File: src/rtl/CorePack.sv
// rtl/CorePack.sv - shared core types and opcode constants for the multi-cycle control path
package CorePack;

  typedef enum logic [2:0] {
    FETCH, DECODE, EXEC, MEM, WB, TRAP
  } ctrl_state_enum;

  typedef enum logic [1:0] {
    PC4, BR_TGT, JAL_TGT, JALR_TGT
  } pc_sel_enum;

  typedef enum logic [2:0] {
    IMM0, I_IMM, S_IMM, B_IMM, U_IMM, UJ_IMM
  } imm_op_enum;

  localparam logic [6:0] OPC_LOAD     = 7'b0000011;
  localparam logic [6:0] OPC_STORE    = 7'b0100011;
  localparam logic [6:0] OPC_BRANCH   = 7'b1100011;
  localparam logic [6:0] OPC_JAL      = 7'b1101111;
  localparam logic [6:0] OPC_JALR     = 7'b1100111;
  localparam logic [6:0] OPC_LUI      = 7'b0110111;
  localparam logic [6:0] OPC_AUIPC    = 7'b0010111;
  localparam logic [6:0] OPC_OP       = 7'b0110011;
  localparam logic [6:0] OPC_OPIMM    = 7'b0010011;
  localparam logic [6:0] OPC_OP32     = 7'b0111011;
  localparam logic [6:0] OPC_OPIMM32  = 7'b0011011;

endpackage

File: src/rtl/mc_ctrl_if.sv
// rtl/mc_ctrl_if.sv - memory handshake and datapath strobe bundle of the control sequencer
interface mc_ctrl_if;
  import CorePack::*;

  logic        imem_ack;
  logic [31:0] inst;
  logic        br_taken;
  logic        dmem_ack;
  logic        imem_req;
  logic        dmem_req;
  logic        dmem_we;
  logic        ir_we;
  logic        reg_we;
  logic        pc_we;
  pc_sel_enum  pc_sel;
  imm_op_enum  immgen_op;
  logic        trap;

  modport master (
    input  imem_ack, inst, br_taken, dmem_ack,
    output imem_req, dmem_req, dmem_we, ir_we, reg_we, pc_we, pc_sel, immgen_op, trap
  );

  modport slave (
    output imem_ack, inst, br_taken, dmem_ack,
    input  imem_req, dmem_req, dmem_we, ir_we, reg_we, pc_we, pc_sel, immgen_op, trap
  );

endinterface

File: src/rtl/imm_sel_decode.sv
// rtl/imm_sel_decode.sv - opcode to immediate-format selector with legality flag
module imm_sel_decode
  import CorePack::*;
(
  input  logic [6:0] i_opcode,
  output imm_op_enum o_imm_op,
  output logic       o_legal
);

  always_comb begin
    o_imm_op = IMM0;
    o_legal  = 1'b1;
    case (i_opcode)
      OPC_OPIMM, OPC_OPIMM32, OPC_LOAD, OPC_JALR: o_imm_op = I_IMM;
      OPC_STORE:                                  o_imm_op = S_IMM;
      OPC_BRANCH:                                 o_imm_op = B_IMM;
      OPC_LUI, OPC_AUIPC:                         o_imm_op = U_IMM;
      OPC_JAL:                                    o_imm_op = UJ_IMM;
      OPC_OP, OPC_OP32:                           o_imm_op = IMM0;
      default:                                    o_legal  = 1'b0;
    endcase
  end

endmodule

File: src/rtl/mc_ctrl.sv
// rtl/mc_ctrl.sv - multi-cycle fetch/decode/exec/mem/writeback sequencer for the RV64I core
module mc_ctrl
  import CorePack::*;
(
  input  logic         clk,
  input  logic         rstn,
  mc_ctrl_if.master    bus
);

  ctrl_state_enum r_state;
  ctrl_state_enum w_next;
  logic [6:0]     r_opcode;
  imm_op_enum     w_imm_op;
  logic           w_legal;
  logic           w_is_load;
  logic           w_is_store;
  logic           w_is_branch;
  logic           w_unused;

  assign w_is_load   = (r_opcode == OPC_LOAD);
  assign w_is_store  = (r_opcode == OPC_STORE);
  assign w_is_branch = (r_opcode == OPC_BRANCH);
  assign w_unused    = ^bus.inst[31:7];

  imm_sel_decode u_imm_sel (
    .i_opcode (r_opcode),
    .o_imm_op (w_imm_op),
    .o_legal  (w_legal)
  );

  always_ff @(posedge clk or negedge rstn) begin
    if (!rstn) begin
      r_state <= FETCH;
    end else begin
      r_state <= w_next;
    end
  end

  always_ff @(posedge clk or negedge rstn) begin
    if (!rstn) begin
      r_opcode <= '0;
    end else if (r_state == FETCH && bus.imem_ack) begin
      r_opcode <= bus.inst[6:0];
    end
  end

  always_comb begin
    w_next = r_state;
    case (r_state)
      FETCH:  if (bus.imem_ack) w_next = DECODE;
      DECODE: w_next = w_legal ? EXEC : TRAP;
      EXEC: begin
        if (w_is_branch)                 w_next = FETCH;
        else if (w_is_load || w_is_store) w_next = MEM;
        else                             w_next = WB;
      end
      MEM:    if (bus.dmem_ack) w_next = w_is_load ? WB : FETCH;
      WB:     w_next = FETCH;
      TRAP:   w_next = TRAP;
      default: w_next = FETCH;
    endcase
  end

  // Outputs are gated by rstn so an asserted reset forces reset values without waiting for a clock.
  always_comb begin
    bus.imem_req  = 1'b0;
    bus.dmem_req  = 1'b0;
    bus.dmem_we   = 1'b0;
    bus.ir_we     = 1'b0;
    bus.reg_we    = 1'b0;
    bus.pc_we     = 1'b0;
    bus.pc_sel    = PC4;
    bus.immgen_op = IMM0;
    bus.trap      = 1'b0;
    if (rstn) begin
      case (r_state)
        FETCH: begin
          bus.imem_req = 1'b1;
          bus.ir_we    = bus.imem_ack;
        end
        DECODE: bus.immgen_op = w_imm_op;
        EXEC: begin
          bus.immgen_op = w_imm_op;
          if (w_is_branch) begin
            bus.pc_we  = 1'b1;
            bus.pc_sel = bus.br_taken ? BR_TGT : PC4;
          end
        end
        MEM: begin
          bus.immgen_op = w_imm_op;
          bus.dmem_req  = 1'b1;
          bus.dmem_we   = w_is_store;
          bus.pc_we     = w_is_store && bus.dmem_ack;
        end
        WB: begin
          bus.immgen_op = w_imm_op;
          bus.reg_we    = 1'b1;
          bus.pc_we     = 1'b1;
          if (r_opcode == OPC_JAL)       bus.pc_sel = JAL_TGT;
          else if (r_opcode == OPC_JALR) bus.pc_sel = JALR_TGT;
        end
        TRAP: bus.trap = 1'b1;
        default: bus.trap = 1'b0;
      endcase
    end
  end

endmodule

File: src/flat_wrapper.sv
// flat-port wrapper written by rule: the top's interface ports become plain ports
module mc_ctrl_flat import CorePack::*;
  (clk, rstn, bus_imem_ack, bus_inst, bus_br_taken, bus_dmem_ack, bus_imem_req, bus_dmem_req, bus_dmem_we, bus_ir_we, bus_reg_we, bus_pc_we, bus_pc_sel, bus_immgen_op, bus_trap);
  mc_ctrl_if bus_i ();
  input  logic clk;
  input  logic rstn;
  input wire logic [$bits(bus_i.imem_ack)-1:0] bus_imem_ack;
  input wire logic [$bits(bus_i.inst)-1:0] bus_inst;
  input wire logic [$bits(bus_i.br_taken)-1:0] bus_br_taken;
  input wire logic [$bits(bus_i.dmem_ack)-1:0] bus_dmem_ack;
  output wire logic [$bits(bus_i.imem_req)-1:0] bus_imem_req;
  output wire logic [$bits(bus_i.dmem_req)-1:0] bus_dmem_req;
  output wire logic [$bits(bus_i.dmem_we)-1:0] bus_dmem_we;
  output wire logic [$bits(bus_i.ir_we)-1:0] bus_ir_we;
  output wire logic [$bits(bus_i.reg_we)-1:0] bus_reg_we;
  output wire logic [$bits(bus_i.pc_we)-1:0] bus_pc_we;
  output wire logic [$bits(bus_i.pc_sel)-1:0] bus_pc_sel;
  output wire logic [$bits(bus_i.immgen_op)-1:0] bus_immgen_op;
  output wire logic [$bits(bus_i.trap)-1:0] bus_trap;
  assign bus_i.imem_ack = bus_imem_ack;
  assign bus_i.inst = bus_inst;
  assign bus_i.br_taken = bus_br_taken;
  assign bus_i.dmem_ack = bus_dmem_ack;
  assign bus_imem_req = bus_i.imem_req;
  assign bus_dmem_req = bus_i.dmem_req;
  assign bus_dmem_we = bus_i.dmem_we;
  assign bus_ir_we = bus_i.ir_we;
  assign bus_reg_we = bus_i.reg_we;
  assign bus_pc_we = bus_i.pc_we;
  assign bus_pc_sel = bus_i.pc_sel;
  assign bus_immgen_op = bus_i.immgen_op;
  assign bus_trap = bus_i.trap;
  mc_ctrl u_core (.clk(clk), .rstn(rstn), .bus(bus_i));
endmodule
File: config.mk
export PLATFORM = sky130hd
export DESIGN_NAME = mc_ctrl_flat
export DESIGN_NICKNAME = d
export VERILOG_FILES = /design/src/rtl/CorePack.sv /design/src/rtl/mc_ctrl_if.sv /design/src/rtl/imm_sel_decode.sv /design/src/rtl/mc_ctrl.sv /design/src/flat_wrapper.sv
export SDC_FILE = /design/constraint.sdc
export NUM_CORES = 1
export LEC_CHECK = 0
export ABC_AREA = 1
export CAP_MARGIN = 20
export CORE_MARGIN = 3
export CORE_UTILIZATION = 40
export CTS_BUF_LIST = sky130_fd_sc_hd__clkbuf_8
export CTS_CLUSTER_DIAMETER = 120
export DETAILED_ROUTE_END_ITERATION = 10
export PLACE_DENSITY = 0.91
export SYNTH_ARGS = -nofsm -noshare
export SYNTH_HDL_FRONTEND = slang
export SYNTH_SLANG_ARGS = --single-unit
File: constraint.sdc
create_clock -name clk -period 2.1 [get_ports clk]
set_input_delay 0.21 -clock clk [delete_from_list [all_inputs] [get_ports clk]]
set_output_delay 0.21 -clock clk [all_outputs]
set_load 0.01 [all_outputs]
Word level (Yosys, flattened, before mapping) --
Index checks and enable logic that the tools add are counted.
Storage, ports and cells: register bits 10, input bits 37, output and inout port bits 12, logic and storage cells 61
Operators by class: equality and inequality tests 18, mux-type cells 32, reduce and logical (&&, ||, !) cells 9
Operators with widths (number):
- $pmux 3 s5 | 2
- $eq 7x6->1 const B | 4
- $mux 3 | 8
- $eq 7x5->1 const B | 3
- $eq 7x7->1 const B | 3
- $mux 1 | 16
- $reduce_or 11->1 | 1
- $mux 2 | 4
- $reduce_or 4->1 | 2
- $eq 7x2->1 const B | 1
- $eq 3x2->1 const B | 2
- $eq 3x3->1 const B | 2
- $ne 2x2->1 const B | 2
- $pmux 2 s2 | 1
- $eq 3x1->1 const B | 1
- $logic_not 3->1 | 1
- $pmux 1 s3 | 1
- $logic_and 1x1->1 | 2
- $reduce_and 2->1 | 1
- $reduce_or 2->1 | 1
- $logic_or 1x1->1 | 1

Longest topological paths before layout --
depth after elaboration 5, gate-level depth with buffers 10, depth with buffers taken out 10

Cells and area by module --
From an unflattened synthesis, not the netlist that was laid out.
Unflattened totals: cells, all modules 141, area total of the unflattened synthesis 833.3 sq um
By module, submodules not included:
- mc_ctrl | instances 1, cells each 103, area an instance 660.6 sq um, seq. area each 250.2 sq um
- imm_sel_decode | instances 1, cells each 38, area an instance 172.7 sq um, seq. area each 0.0 sq um

Least setup slack after synthesis --
OpenSTA, ideal clock, no wires.
kind register to output, start point reg u_core.r_state[2], end point out bus_immgen_op[0], data arrival time 1.150 ns, required time 1.890 ns, setup slack 0.740 ns, cell stages (with the launch flop) 6, buffers on the path 0, cells stage by stage dfrtp_1 > inv_2 > nand3_1 > nor2_1 > a211oi_2 > nor2_1
On the way: cells in the longest elaborated chain, start to end 4, elaborated cells on any way between the ends 7, classes of those cells 4 x eq/ne; 2 x mux; 1 x reduce/logical
RTL lines:
- from (decl) | RTL line mc_ctrl.sv:10 | ctrl_state_enum r_state;
- from (signal assigned) | RTL line mc_ctrl.sv:35 | r_state <= w_next;
- $eq 3x3->1 (tied with other cells) | RTL line mc_ctrl.sv:76 | case (r_state)
- $reduce_or 4->1 (no line) (*)
- $mux 3 (*) | RTL line mc_ctrl.sv:76
- $mux 3 (*) | RTL line mc_ctrl.sv:75 | if (rstn) begin
- to (decl) | RTL line flat_wrapper.sv:18 | output wire logic [$bits(bus_i.immgen_op)-1:0] bus_immgen_op;
Every way passes the cells marked *; elsewhere a longest branch is shown, timed or not.

Final worst setup path --
start point reg u_core.r_state[2], end point out bus_immgen_op[2]
The elaborated chain is that of the path after synthesis.

==> qor.txt <==
Final Cycle Share: 96.28%
Peak supply drop: 0.7710 mV
Clock Path Buffers: 2
Routed vias: 827
HPWL after DPL: 1.461 mm
DRC violation total after the first TritonRoute iteration: 15
Cell Count, Final, Fillers Out: 165
Critical path origin: u_core.r_state[2]
Initial antenna violation count: 0
Min cycle time layout: 2.022 ns
R2R Path Start: u_core.r_state[2]
Drt first pass iters: 4
Fillers: 171
F_max: 0.4946 GHz
Height of the die: 49.65 um
All-Layer GR Usage: 14.48%
Distinct cells, synth: 25
Cell Rows: 15
Synth top area share: 32.84%
Buffers on Ports: 23
Critical Path Start Type: flop
Worst-Skew Late Latency: 0.23 ns
Worst-path maximum fanout: 8
CTS buffer count: 3
Sequential share of power: 32.0%
Cell Area, Synth: 762.0 um2
Max-Cap Viols: 0
Clock transition at path regs: 0.04 ns
Synth top area cells: dfrtp_1 (33%), nor2_1 (12%), nand2_1 (10%), inv_1 (5.9%), a21oi_1 (5.3%)
Initial Utilization: 43.19%
Post-Syn Nets: 149
PwrDens: 1067 mW/mm2
Status: completed
Final Setup Violations: 0
GPL Wtd Cong: 0.8440
Tightest Hold Check Type: in2async
Internal power: 662.7 uW
CP Data Arrival Time: 1.81 ns
Final max-slew violation count: 0
CP Capture Type: output port
CP required: 1.89 ns
CTS tree: built
Detail-routed via count per cell: 5.012
Hold-fix buffers, CTS: 0
Synth warn: 0
Mean Syn Cell Area: 6.803 um2
Ant. Diodes: 0
Clock Sinks: 10
Final nets: 179
Critical path class: reg2out
Number of synthesized register bits: 10
Rel. slew slack: 80.18%
Switching pwr: 545.7 uW
Die width: 49.65 um
Layout cells sized above 1: 24.29%
Clock skew: 0.001614 ns
Post-route DRC: 0
# IOs: 49
First-pass GRT wire length: 2.856 mm
Post-Syn Instances: 112
Logic pwr share: 52.8%
WL final: 1.871 mm
Pleak: 0.0005455 uW
Pin count of the biggest net entering global routing: 13
Layout area overhead: 48.60%
Yosys top cell by area: dfrtp_1
Final ANT Viol Nets: 0
Total grt overflow: 0
Sw frac: 45.16%
Die area: 0.002465 mm2
Clock power share: 15.2%
Vias in the first global route: 717
Dpl cells: 161
Root Driver: clkbuf_8
Hold Vio Cnt, Final: 0
WL/cell: 11.34 um
Core area: 0.001764 mm2
H-tree lvl count: 1
Sequential share of the synthesized area: 32.84%
Design Power: 1208 uW
Least-Margin Pin Slew: 0.2970 ns
power groups by stage:
stage,logic [uW],clock network [uW],registers [uW]
2_1_floorplan,432,0,348
3_3_place_gp,557,0,358
3_5_place_dp,586,0,366
4_1_cts,591,191,364
5_1_grt,701,201,399
6_report,637,184,387
cell families after synthesis:
family	synth area share [%]
AO/OA/AOI/OAI	12.64
flip-flops	32.84
buffers and inverters	8.374
multiplexers	4.925
AND/OR/NAND/NOR	41.22
routing by layer:
metal  track usage (%)  vias up  wire length, um
met1             17.33      365              800
met3             3.021        8              108
li1                  -      416                -
met4             5.069        0               46
met2             25.33       38              915
met5                 0        -                0
cells in the mapped netlist:
library cell / n
dfrtp_1: 10
nor2_2: 2
nor3_2: 1
o21ai_0: 4
nor2_1: 25
buf_6: 1
nand2_2: 3
nor2_4: 1
nand3b_1: 1
a21oi_1: 8
nand4_1: 1
nand3_2: 1
o21ai_2: 1
inv_2: 2
nor3_1: 4
mux2_2: 2
a211oi_2: 1
or2_4: 1
o21a_1: 1
nand3_1: 6
and2_1: 1
mux2_4: 1
nand2_1: 21
o211ai_1: 1
inv_1: 12
sequential cells by signal (all words and copies together), names as in the netlist:
| signal | count |
|---|---|
| u_core.r_opcode | 7 |
| u_core.r_state | 3 |
layout make-up:
| cell class | instances | area [um2] | area share, % |
|---|---|---|---|
| well taps | 25 | 31.28 | 2.762 |
| multi-input cells | 87 | 498.0 | 43.98 |
| clock buffers | 3 | 41.29 | 3.646 |
| repair buffers | 26 | 256.5 | 22.65 |
| inverters | 14 | 52.55 | 4.641 |
| flip-flops and latches | 10 | 252.7 | 22.32 |
through the flow:
| stage | setup TNS, ns | worst slack [ns] | util, % | hold slack (ns) | area, um2 |
|---|---|---|---|---|---|
| after floorplan | 0 | 0.7402 | - | -0.08559 | 762.0 |
| after global placement | 0 | 0.1516 | 58.23 | 0.5101 | 1027 |
| after detailed placement | 0 | 0.1298 | 58.23 | 0.5210 | 1027 |
| after CTS | 0 | 0.001894 | 60.71 | 0.3145 | 1071 |
| after global routing | -0.006449 | -0.003592 | 64.18 | 0.3156 | 1132 |
| final | 0 | 0.07809 | 64.18 | 0.3126 | 1132 |
cells in the final DEF, fill, tap and decap left out:
cell type / count
clkbuf_8: 3
nor3_1: 4
mux2_2: 2
dfrtp_2: 2
clkdlybuf4s50_1: 20
a211oi_2: 1
nor2_4: 3
nand2_1: 20
nand3_2: 3
a21oi_1: 7
and2_1: 1
o21ai_0: 3
buf_4: 3
inv_2: 4
nor2_2: 4
nand3_1: 4
dfrtp_1: 8
nand2_2: 4
inv_1: 10
mux2_4: 1
nor2_1: 21
dlygate4sd2_1: 1
nand4_1: 1
o21a_1: 1
o21ai_1: 1
nand3b_1: 1
dlymetal6s2s_1: 2
or2_4: 1
a21oi_4: 1
o21ai_2: 1
o211ai_1: 1
nor3_4: 1
what timing repair did:
item | in CTS | in global routing
setup endpoints to repair | 4 | 5
pin swaps | 1 | 2
resized for setup | 2 | 18
setup buffers | 0 | 1
worst max-delay path: stages (launching register included):
cell and delay (ns):
dfrtp_1 0.40, inv_2 0.15, nand3_2 0.16, a21oi_4 0.19, a211oi_2 0.06, nor2_1 0.09, clkdlybuf4s50_1 0.53
final timing paths:
| kind | slack (ns) | cells after the start | endpoint |
|---|---|---|---|
| max | 0.08 | 6 | bus_immgen_op[2] |
| min | 0.31 | 2 | u_core.r_opcode[6] |
| max reg2reg | 0.75 | 7 | u_core.r_state[2] |
| min reg2reg | 0.53 | 1 | u_core.r_opcode[0] |
| max in group asynchronous | 1.62 | 2 | u_core.r_state[1] |
| min in group clk | 0.53 | 1 | u_core.r_opcode[0] |
No activity file was read; power rests on OpenSTA's default activity.
